## src/rtl/conv_batch_ctrl_if.sv

```systemverilog
// Handshake and data bundle between the batch sequencer, its pixel source,
// the conv1 core and the result stream.
interface conv_batch_ctrl_if #(
  parameter int DW = 16,
  parameter int OW = 32
);
  logic                 src_valid;
  logic [DW-1:0]        src_data;
  logic                 src_ready;

  logic [DW-1:0]        conv_data_in;
  logic [4:0]           conv_row;
  logic [1:0]           conv_col;
  logic                 conv_rdata;
  logic signed [OW-1:0] conv_data_out;
  logic                 conv_wdata_fin;

  logic                 out_valid;
  logic [OW-1:0]        out_data;
  logic                 out_last;
  logic [5:0]           out_img;

  modport slave (
    input  src_valid, src_data, conv_data_out, conv_wdata_fin,
    output src_ready, conv_data_in, conv_row, conv_col, conv_rdata,
           out_valid, out_data, out_last, out_img
  );

  modport master (
    output src_valid, src_data, conv_data_out, conv_wdata_fin,
    input  src_ready, conv_data_in, conv_row, conv_col, conv_rdata,
           out_valid, out_data, out_last, out_img
  );
endinterface

```

## src/rtl/conv_batch_ctrl.sv

```systemverilog
// Batch sequencer for the single-image conv1 core: streams pixels with
// coordinates, flushes and re-arms the core per image, and frames its results.
module conv_batch_ctrl #(
  parameter int ROWS    = 28,
  parameter int COLS    = 3,
  parameter int PIX     = 784,
  parameter int FLUSH   = 3,
  parameter int EXP_OUT = 784,
  parameter int DW      = 16,
  parameter int OW      = 32
) (
  input  logic              clk,
  input  logic              rst,
  input  logic              start,
  input  logic [5:0]        n_img,
  conv_batch_ctrl_if.slave  bus,
  output logic              busy,
  output logic              img_done,
  output logic              batch_done,
  output logic              err_underrun,
  output logic              err_count
);

  localparam int PW = $clog2(PIX + 1);
  localparam int FW = $clog2(FLUSH + 1);
  localparam int RW = $clog2(EXP_OUT + 1) + 1;

  typedef enum logic [2:0] {
    S_IDLE, S_ARM, S_LOAD, S_FLUSH, S_GAP, S_DONE
  } state_t;

  state_t        state;
  logic [5:0]    n_lat;
  logic [5:0]    img_idx;
  logic [PW-1:0] pix_cnt;
  logic [FW-1:0] fl_cnt;
  logic [RW-1:0] res_cnt;

  logic [4:0]    row_nxt;
  logic [1:0]    col_nxt;
  logic [RW-1:0] res_inc;
  logic [DW-1:0] pix_mux;
  logic [OW-1:0] res_mux;

  // Row 31 is the idle marker, so the first slot after it lands on row 0;
  // the column phase only steps when a full row run wraps.
  always_comb begin
    row_nxt = bus.conv_row + 5'd1;
    col_nxt = bus.conv_col;
    if (bus.conv_row == 5'h1F) begin
      row_nxt = '0;
    end else if (bus.conv_row == 5'(ROWS - 1)) begin
      row_nxt = '0;
      col_nxt = (bus.conv_col == 2'(COLS - 1)) ? 2'd0 : bus.conv_col + 2'd1;
    end
  end

  always_comb begin
    res_inc = res_cnt;
    if (bus.conv_wdata_fin && (res_cnt != '1)) res_inc = res_cnt + 1'b1;
    pix_mux = bus.src_valid ? bus.src_data : '0;
    res_mux = bus.conv_wdata_fin ? bus.conv_data_out : '0;
  end

  always_ff @(posedge clk or negedge rst) begin
    if (!rst) begin
      state            <= S_IDLE;
      n_lat            <= '0;
      img_idx          <= '0;
      pix_cnt          <= '0;
      fl_cnt           <= '0;
      res_cnt          <= '0;
      bus.src_ready    <= 1'b0;
      bus.conv_data_in <= '0;
      bus.conv_row     <= 5'h1F;
      bus.conv_col     <= '0;
      bus.conv_rdata   <= 1'b0;
      bus.out_valid    <= 1'b0;
      bus.out_data     <= '0;
      bus.out_last     <= 1'b0;
      bus.out_img      <= '0;
      busy             <= 1'b0;
      img_done         <= 1'b0;
      batch_done       <= 1'b0;
      err_underrun     <= 1'b0;
      err_count        <= 1'b0;
    end else begin
      img_done      <= 1'b0;
      batch_done    <= 1'b0;
      bus.out_valid <= bus.conv_wdata_fin;
      bus.out_data  <= res_mux;
      bus.out_last  <= bus.conv_wdata_fin && (res_inc == RW'(EXP_OUT));
      bus.out_img   <= img_idx;

      if (state != S_IDLE) begin
        res_cnt <= res_inc;
        if (bus.conv_wdata_fin && (res_cnt >= RW'(EXP_OUT))) err_count <= 1'b1;
      end

      case (state)
        S_IDLE: begin
          if (start) begin
            n_lat        <= n_img;
            img_idx      <= '0;
            res_cnt      <= '0;
            err_underrun <= 1'b0;
            err_count    <= 1'b0;
            busy         <= 1'b1;
            if (n_img != 6'd0) begin
              state         <= S_ARM;
              bus.src_ready <= 1'b1;
            end else begin
              state <= S_DONE;
            end
          end
        end
        S_ARM: begin
          if (bus.src_valid) begin
            state            <= S_LOAD;
            bus.conv_rdata   <= 1'b1;
            bus.conv_data_in <= bus.src_data;
            bus.conv_row     <= row_nxt;
            bus.conv_col     <= col_nxt;
            pix_cnt          <= PW'(1);
          end
        end
        // Every LOAD cycle is a slot; a missing pixel is sent as zero so
        // the core's counters stay aligned with the image.
        S_LOAD: begin
          bus.conv_rdata   <= 1'b1;
          bus.conv_data_in <= pix_mux;
          bus.conv_row     <= row_nxt;
          bus.conv_col     <= col_nxt;
          pix_cnt          <= pix_cnt + 1'b1;
          if (!bus.src_valid) err_underrun <= 1'b1;
          if (pix_cnt == PW'(PIX - 1)) begin
            state         <= S_FLUSH;
            bus.src_ready <= 1'b0;
            fl_cnt        <= '0;
          end
        end
        S_FLUSH: begin
          bus.conv_data_in <= '0;
          bus.conv_row     <= row_nxt;
          bus.conv_col     <= col_nxt;
          fl_cnt           <= fl_cnt + 1'b1;
          if (fl_cnt == FW'(FLUSH - 1)) state <= S_GAP;
        end
        // res_inc folds in a result arriving in this cycle before judging the image.
        S_GAP: begin
          bus.conv_rdata   <= 1'b0;
          bus.conv_data_in <= '0;
          bus.conv_row     <= 5'h1F;
          bus.conv_col     <= '0;
          img_done         <= 1'b1;
          img_idx          <= img_idx + 6'd1;
          res_cnt          <= '0;
          if (res_inc != RW'(EXP_OUT)) err_count <= 1'b1;
          if (({1'b0, img_idx} + 7'd1) < {1'b0, n_lat}) begin
            state         <= S_ARM;
            bus.src_ready <= 1'b1;
          end else begin
            state <= S_DONE;
          end
        end
        S_DONE: begin
          batch_done <= 1'b1;
          busy       <= 1'b0;
          state      <= S_IDLE;
        end
        default: state <= S_IDLE;
      endcase
    end
  end

endmodule

```

## src/flat_wrapper.sv

```systemverilog
// flat-port wrapper written by rule: the top's interface ports become plain ports
module conv_batch_ctrl_flat 
#(
  parameter int ROWS    = 28,
  parameter int COLS    = 3,
  parameter int PIX     = 784,
  parameter int FLUSH   = 3,
  parameter int EXP_OUT = 784,
  parameter int DW      = 16,
  parameter int OW      = 32
)
  (clk, rst, start, n_img, busy, img_done, batch_done, err_underrun, err_count, bus_src_valid, bus_src_data, bus_conv_data_out, bus_conv_wdata_fin, bus_src_ready, bus_conv_data_in, bus_conv_row, bus_conv_col, bus_conv_rdata, bus_out_valid, bus_out_data, bus_out_last, bus_out_img);
  conv_batch_ctrl_if #(.DW(DW), .OW(OW)) bus_i ();
  input  logic clk;
  input  logic rst;
  input  logic start;
  input  logic [5:0] n_img;
  output logic busy;
  output logic img_done;
  output logic batch_done;
  output logic err_underrun;
  output logic err_count;
  input wire logic [$bits(bus_i.src_valid)-1:0] bus_src_valid;
  input wire logic [$bits(bus_i.src_data)-1:0] bus_src_data;
  input wire logic [$bits(bus_i.conv_data_out)-1:0] bus_conv_data_out;
  input wire logic [$bits(bus_i.conv_wdata_fin)-1:0] bus_conv_wdata_fin;
  output wire logic [$bits(bus_i.src_ready)-1:0] bus_src_ready;
  output wire logic [$bits(bus_i.conv_data_in)-1:0] bus_conv_data_in;
  output wire logic [$bits(bus_i.conv_row)-1:0] bus_conv_row;
  output wire logic [$bits(bus_i.conv_col)-1:0] bus_conv_col;
  output wire logic [$bits(bus_i.conv_rdata)-1:0] bus_conv_rdata;
  output wire logic [$bits(bus_i.out_valid)-1:0] bus_out_valid;
  output wire logic [$bits(bus_i.out_data)-1:0] bus_out_data;
  output wire logic [$bits(bus_i.out_last)-1:0] bus_out_last;
  output wire logic [$bits(bus_i.out_img)-1:0] bus_out_img;
  assign bus_i.src_valid = bus_src_valid;
  assign bus_i.src_data = bus_src_data;
  assign bus_i.conv_data_out = bus_conv_data_out;
  assign bus_i.conv_wdata_fin = bus_conv_wdata_fin;
  assign bus_src_ready = bus_i.src_ready;
  assign bus_conv_data_in = bus_i.conv_data_in;
  assign bus_conv_row = bus_i.conv_row;
  assign bus_conv_col = bus_i.conv_col;
  assign bus_conv_rdata = bus_i.conv_rdata;
  assign bus_out_valid = bus_i.out_valid;
  assign bus_out_data = bus_i.out_data;
  assign bus_out_last = bus_i.out_last;
  assign bus_out_img = bus_i.out_img;
  conv_batch_ctrl #(.ROWS(ROWS), .COLS(COLS), .PIX(PIX), .FLUSH(FLUSH), .EXP_OUT(EXP_OUT), .DW(DW), .OW(OW)) u_core (.clk(clk), .rst(rst), .start(start), .n_img(n_img), .bus(bus_i), .busy(busy), .img_done(img_done), .batch_done(batch_done), .err_underrun(err_underrun), .err_count(err_count));
endmodule
```

## config.mk

```make
export PLATFORM = sky130hd
export DESIGN_NAME = conv_batch_ctrl_flat
export DESIGN_NICKNAME = d
export VERILOG_FILES = /design/src/rtl/conv_batch_ctrl_if.sv /design/src/rtl/conv_batch_ctrl.sv /design/src/flat_wrapper.sv
export SDC_FILE = /design/constraint.sdc
export NUM_CORES = 1
export LEC_CHECK = 0
export CORE_MARGIN = 8
export CORE_UTILIZATION = 48
export CTS_CLUSTER_SIZE = 28
export DETAILED_ROUTE_END_ITERATION = 8
export GPL_TIMING_DRIVEN = 0
export PLACE_DENSITY = 0.91
export SETUP_SLACK_MARGIN = 0.2
export SLEW_MARGIN = 20
export SYNTH_ARGS = -nofsm -noshare
export SYNTH_HDL_FRONTEND = slang
export SYNTH_SLANG_ARGS = --single-unit
```

## constraint.sdc

```tcl
create_clock -name clk -period 2.1 [get_ports clk]
set_input_delay 0.21 -clock clk [delete_from_list [all_inputs] [get_ports clk]]
set_output_delay 0.21 -clock clk [all_outputs]
set_load 0.01 [all_outputs]
```

==> flow_summary.json <==
{
  "status": "finished clean",
  "num_vias": 3941,
  "hold_violations": 0,
  "ant_nets": 0,
  "syn_nets": 499,
  "cts_max_level": 3,
  "synthCells": 428,
  "clk_path_buf_depth": 2,
  "slowest_stage": "dfrtp_2",
  "power.leakage_nw": 2.91,
  "numClockSinks": 108,
  "die_area_um2": 13200,
  "start_util_pct": 48.8,
  "rsz0062_at_grt": "yes",
  "synth_edf_count": 0,
  "synth_adder_area_share_pct": 3.19,
  "totalWireLength_mm": 12.5,
  "synth-seq-area-share_pct": 57.6,
  "synth_area_leaders": "dfrtp_1 (55%), and2_1 (4.7%), a22o_1 (3.5%)",
  "peakVddDrop_mv": 0.530,
  "max-slew-margin-rel_pct": 68.7,
  "synth_mux_area_share_pct": 2.29,
  "maxCapViolations": 0,
  "crit_cells": 8,
  "arrival_ns": 2.27,
  "io_pins": 129,
  "fill_cells": 691,
  "startpoint_type": "register",
  "rows": 36,
  "fin_util_pct": 68.6,
  "worstSetupEndpointType": "register",
  "synth_top_area_cell": "dfrtp_1",
  "synth_top_family_by_area": "simple AND/OR/NAND/NOR gates",
  "synth_area_per_cell_um2": 11.0,
  "nets": 650,
  "maxSlewViolCount": 0,
  "core-area_um2": 9640,
  "yosysUniqueCellTypes": 61,
  "pre_cts_ws_ns": -0.171,
  "drt_iter0_markers": 350,
  "period_needed_ns": 2.00,
  "crit_buf_inv": 0,
  "yosysWarnings": 0,
  "drt_pass1_iterations": 5,
  "cp_max_fo": 4,
  "root_buffer": "clkbuf_8",
  "area_delta_synth_final_pct": 40.6,
  "crit_family": "compound AO/OA/AOI/OAI gates",
  "grt_antenna_before_repair": 0,
  "synth_xor_xnor_area_share_pct": 1.30,
  "ys_async_sr_fraction_pct": 100,
  "cpPeakStageDelay_ns": 0.41,
  "setup_viol": 0,
  "cts_made_buffers": 9,
  "reg2regPathDepth": 8,
  "hp-class": "input pin to asynchronous set/reset pin",
  "via_per_inst": 5.50,
  "p_per_area_nw_per_um2": 1090,
  "drc_errors": 0,
  "layout_worst_path_cycle_share_pct": 95.1,
  "synthSimpleGateAreaFrac_pct": 18.8,
  "worstSetupPathType": "register to register",
  "reg2reg_setup_slack_ns": 0.10,
  "synth-compound-area-share_pct": 13.6,
  "grt_pass1_wl_mm": 19.8,
  "port_buffers": 128,
  "tns_ns": 0,
  "path_clk_slew_ns": 0.11,
  "max_clock_freq_mhz": 501,
  "globalRouteTotalUtil_pct": 19.1,
  "diodes": 0,
  "place_hpwl_mm": 8.97,
  "fp.dieW_um": 115,
  "avgRoutedWirePerCell_um": 17.4,
  "skew_ns": 0.0154,
  "fin_ws_ns": 0.103,
  "ys_seq_elements": 108,
  "path_cells": "ha_4, nand3_4, xnor2_2, ha_1, a21o_1, nand2_1, a311o_1, o21a_1",
  "synth_top_cell_area_share_pct": 54.8,
  "syn_area_um2": 4700,
  "tritoncts": "built",
  "clk_latency_ns": 0.38,
  "drive_gt1_share_pct": 13.7,
  "fp.dieH_um": 115,
  "place_congestion": 0.905,
  "required_ns": 2.37,
  "grt_max_degree": 60,
  "grt_overflow": 0,
  "tightestPinTransition_ns": 0.469,
  "ys.flop_type": "dfrtp_1",
  "p_total_mw": 7.24,
  "grt_pass1_vias": 3998,
  "timing.hold.ws_ns": 0.338
}
==> registers in the layout (all words and copies together) (netlist names) <==
signal,cells
u_core.bus.conv_rdata,1
u_core.fl_cnt,2
u_core.bus.out_data,32
u_core.pix_cnt,10
u_core.err_count,1
u_core.res_cnt,11
u_core.batch_done,1
u_core.bus.out_img,6
u_core.bus.conv_row,5
u_core.state,3
u_core.img_done,1
u_core.bus.conv_data_in,16
u_core.busy,1
u_core.bus.conv_col,2
u_core.bus.out_valid,1
u_core.bus.out_last,1
u_core.err_underrun,1
u_core.n_lat,6
u_core.bus.src_ready,1
u_core.img_idx,6
==> final timing paths <==
path / startpoint / endpoint
setup / recovery: u_core.img_idx[0] / u_core.bus.src_ready
hold / removal: rst / u_core.n_lat[4]
setup reg to reg: u_core.img_idx[0] / u_core.bus.src_ready
hold reg to reg: u_core.pix_cnt[0] / u_core.pix_cnt[0]
max in group asynchronous: rst / u_core.res_cnt[1]
min in group clk: bus_conv_data_out[19] / u_core.bus.out_data[19]
==> per-stage QoR <==
step                      cell area (µm²)  instances
after floorplan                      4700        428
after detailed placement             6180        690
after CTS                            6490        713
final                                6620        717
after global placement               6150        689
after global routing                 6620        717
==> cell type report <==
cell class / instances / area, µm² / share of cell area (%)
Buffer: 23 / 113 / 1.70
Clock buffer: 12 / 155 / 2.35
Clock inverter: 4 / 33.8 / 0.511
Inverter: 13 / 51.3 / 0.775
Multi-Input combinational cell: 284 / 1980 / 29.9
Sequential cell: 108 / 2720 / 41.1
Tap cell: 133 / 166 / 2.52
Timing Repair Buffer: 140 / 1400 / 21.1
==> layer usage <==
metal  track usage (%)  up-vias  share of wire, %
li1                  -     1822                 -
met1              21.9     1913                39
met2              30.9      186                48
met3              7.35       20                11
met4              8.58        0               2.0
met5                 0        -                 0
==> worst register-to-register path, cell delays in order (launching register included) <==
cell	delay (ns)
dfrtp_2	0.41
ha_4	0.17
nand3_4	0.10
xnor2_2	0.16
ha_1	0.33
a21o_1	0.13
nand2_1	0.06
a311o_1	0.36
o21a_1	0.19
==> cells by family (layout without fill, tap and decap cells) <==
kind of cell	Yosys count	after routing
and+or+nand+nor	162	162
DFF	108	108
AOI/OAI and AO/OA	93	93
buffers and inverters	36	192
adders and majority gates	12	12
muxes	10	10
xor gates and xnor gates	7	7
==> placed cells by master, fill, tap and decap left out, drive strengths merged, types with 12 or more instances in the layout <==
| cell type | Yosys | final |
|---|---|---|
| a22o | 19 | 19 |
| a21oi | 17 | 17 |
| inv | 13 | 13 |
| ha | 12 | 12 |
| and2 | 35 | 35 |
| nand3 | 17 | 17 |
| nor2 | 25 | 25 |
| buf | 12 | 25 |
| dfrtp | 103 | 103 |
| nand2 | 37 | 37 |
| o21ai | 25 | 25 |
| clkdlybuf4s50 | 0 | 127 |
| clkbuf | 11 | 22 |
==> synth_stat cells, types with 2 or more instances <==
library cell and count:
nand3b_1 2, a31oi_1 7, or4_1 2, nand4_1 4, and3_1 9, buf_2 10
nor2_1 23, dfrtp_1 103, o21a_1 2, a21o_1 3, nand2b_1 4, and4_1 3
a21oi_1 17, nor3_1 8, a22o_1 19, dfstp_2 5, o21ai_1 7, mux2i_1 4
xor2_1 2, nand2_1 36, ha_1 12, a21boi_0 2, and2_1 35, a41oi_1 4
nor4_1 4, clkbuf_1 11, nand3_1 17, or2_1 2, mux2_2 6, inv_1 12
o211ai_1 2, xnor2_1 5, o21ai_0 18
==> where the power goes <==
part / switching, mW / internal, mW
clock: 0.713 / 0.504
combinational: 1.48 / 1.49
sequential: 0.414 / 2.63
total: 2.61 / 4.63
==> timing repair <==
| action | 4_1_cts | 5_1_grt |
|---|---|---|
| hold buffers | 1 | 0 |
| resized for setup | 15 | 23 |
| endpoints found under the hold margin | 44 | 0 |
| pin swaps | 7 | 9 |
| setup buffers | 6 | 4 |
| endpoints found under the setup margin | 14 | 14 |
Note: power is estimated with default switching activity, not from simulation.
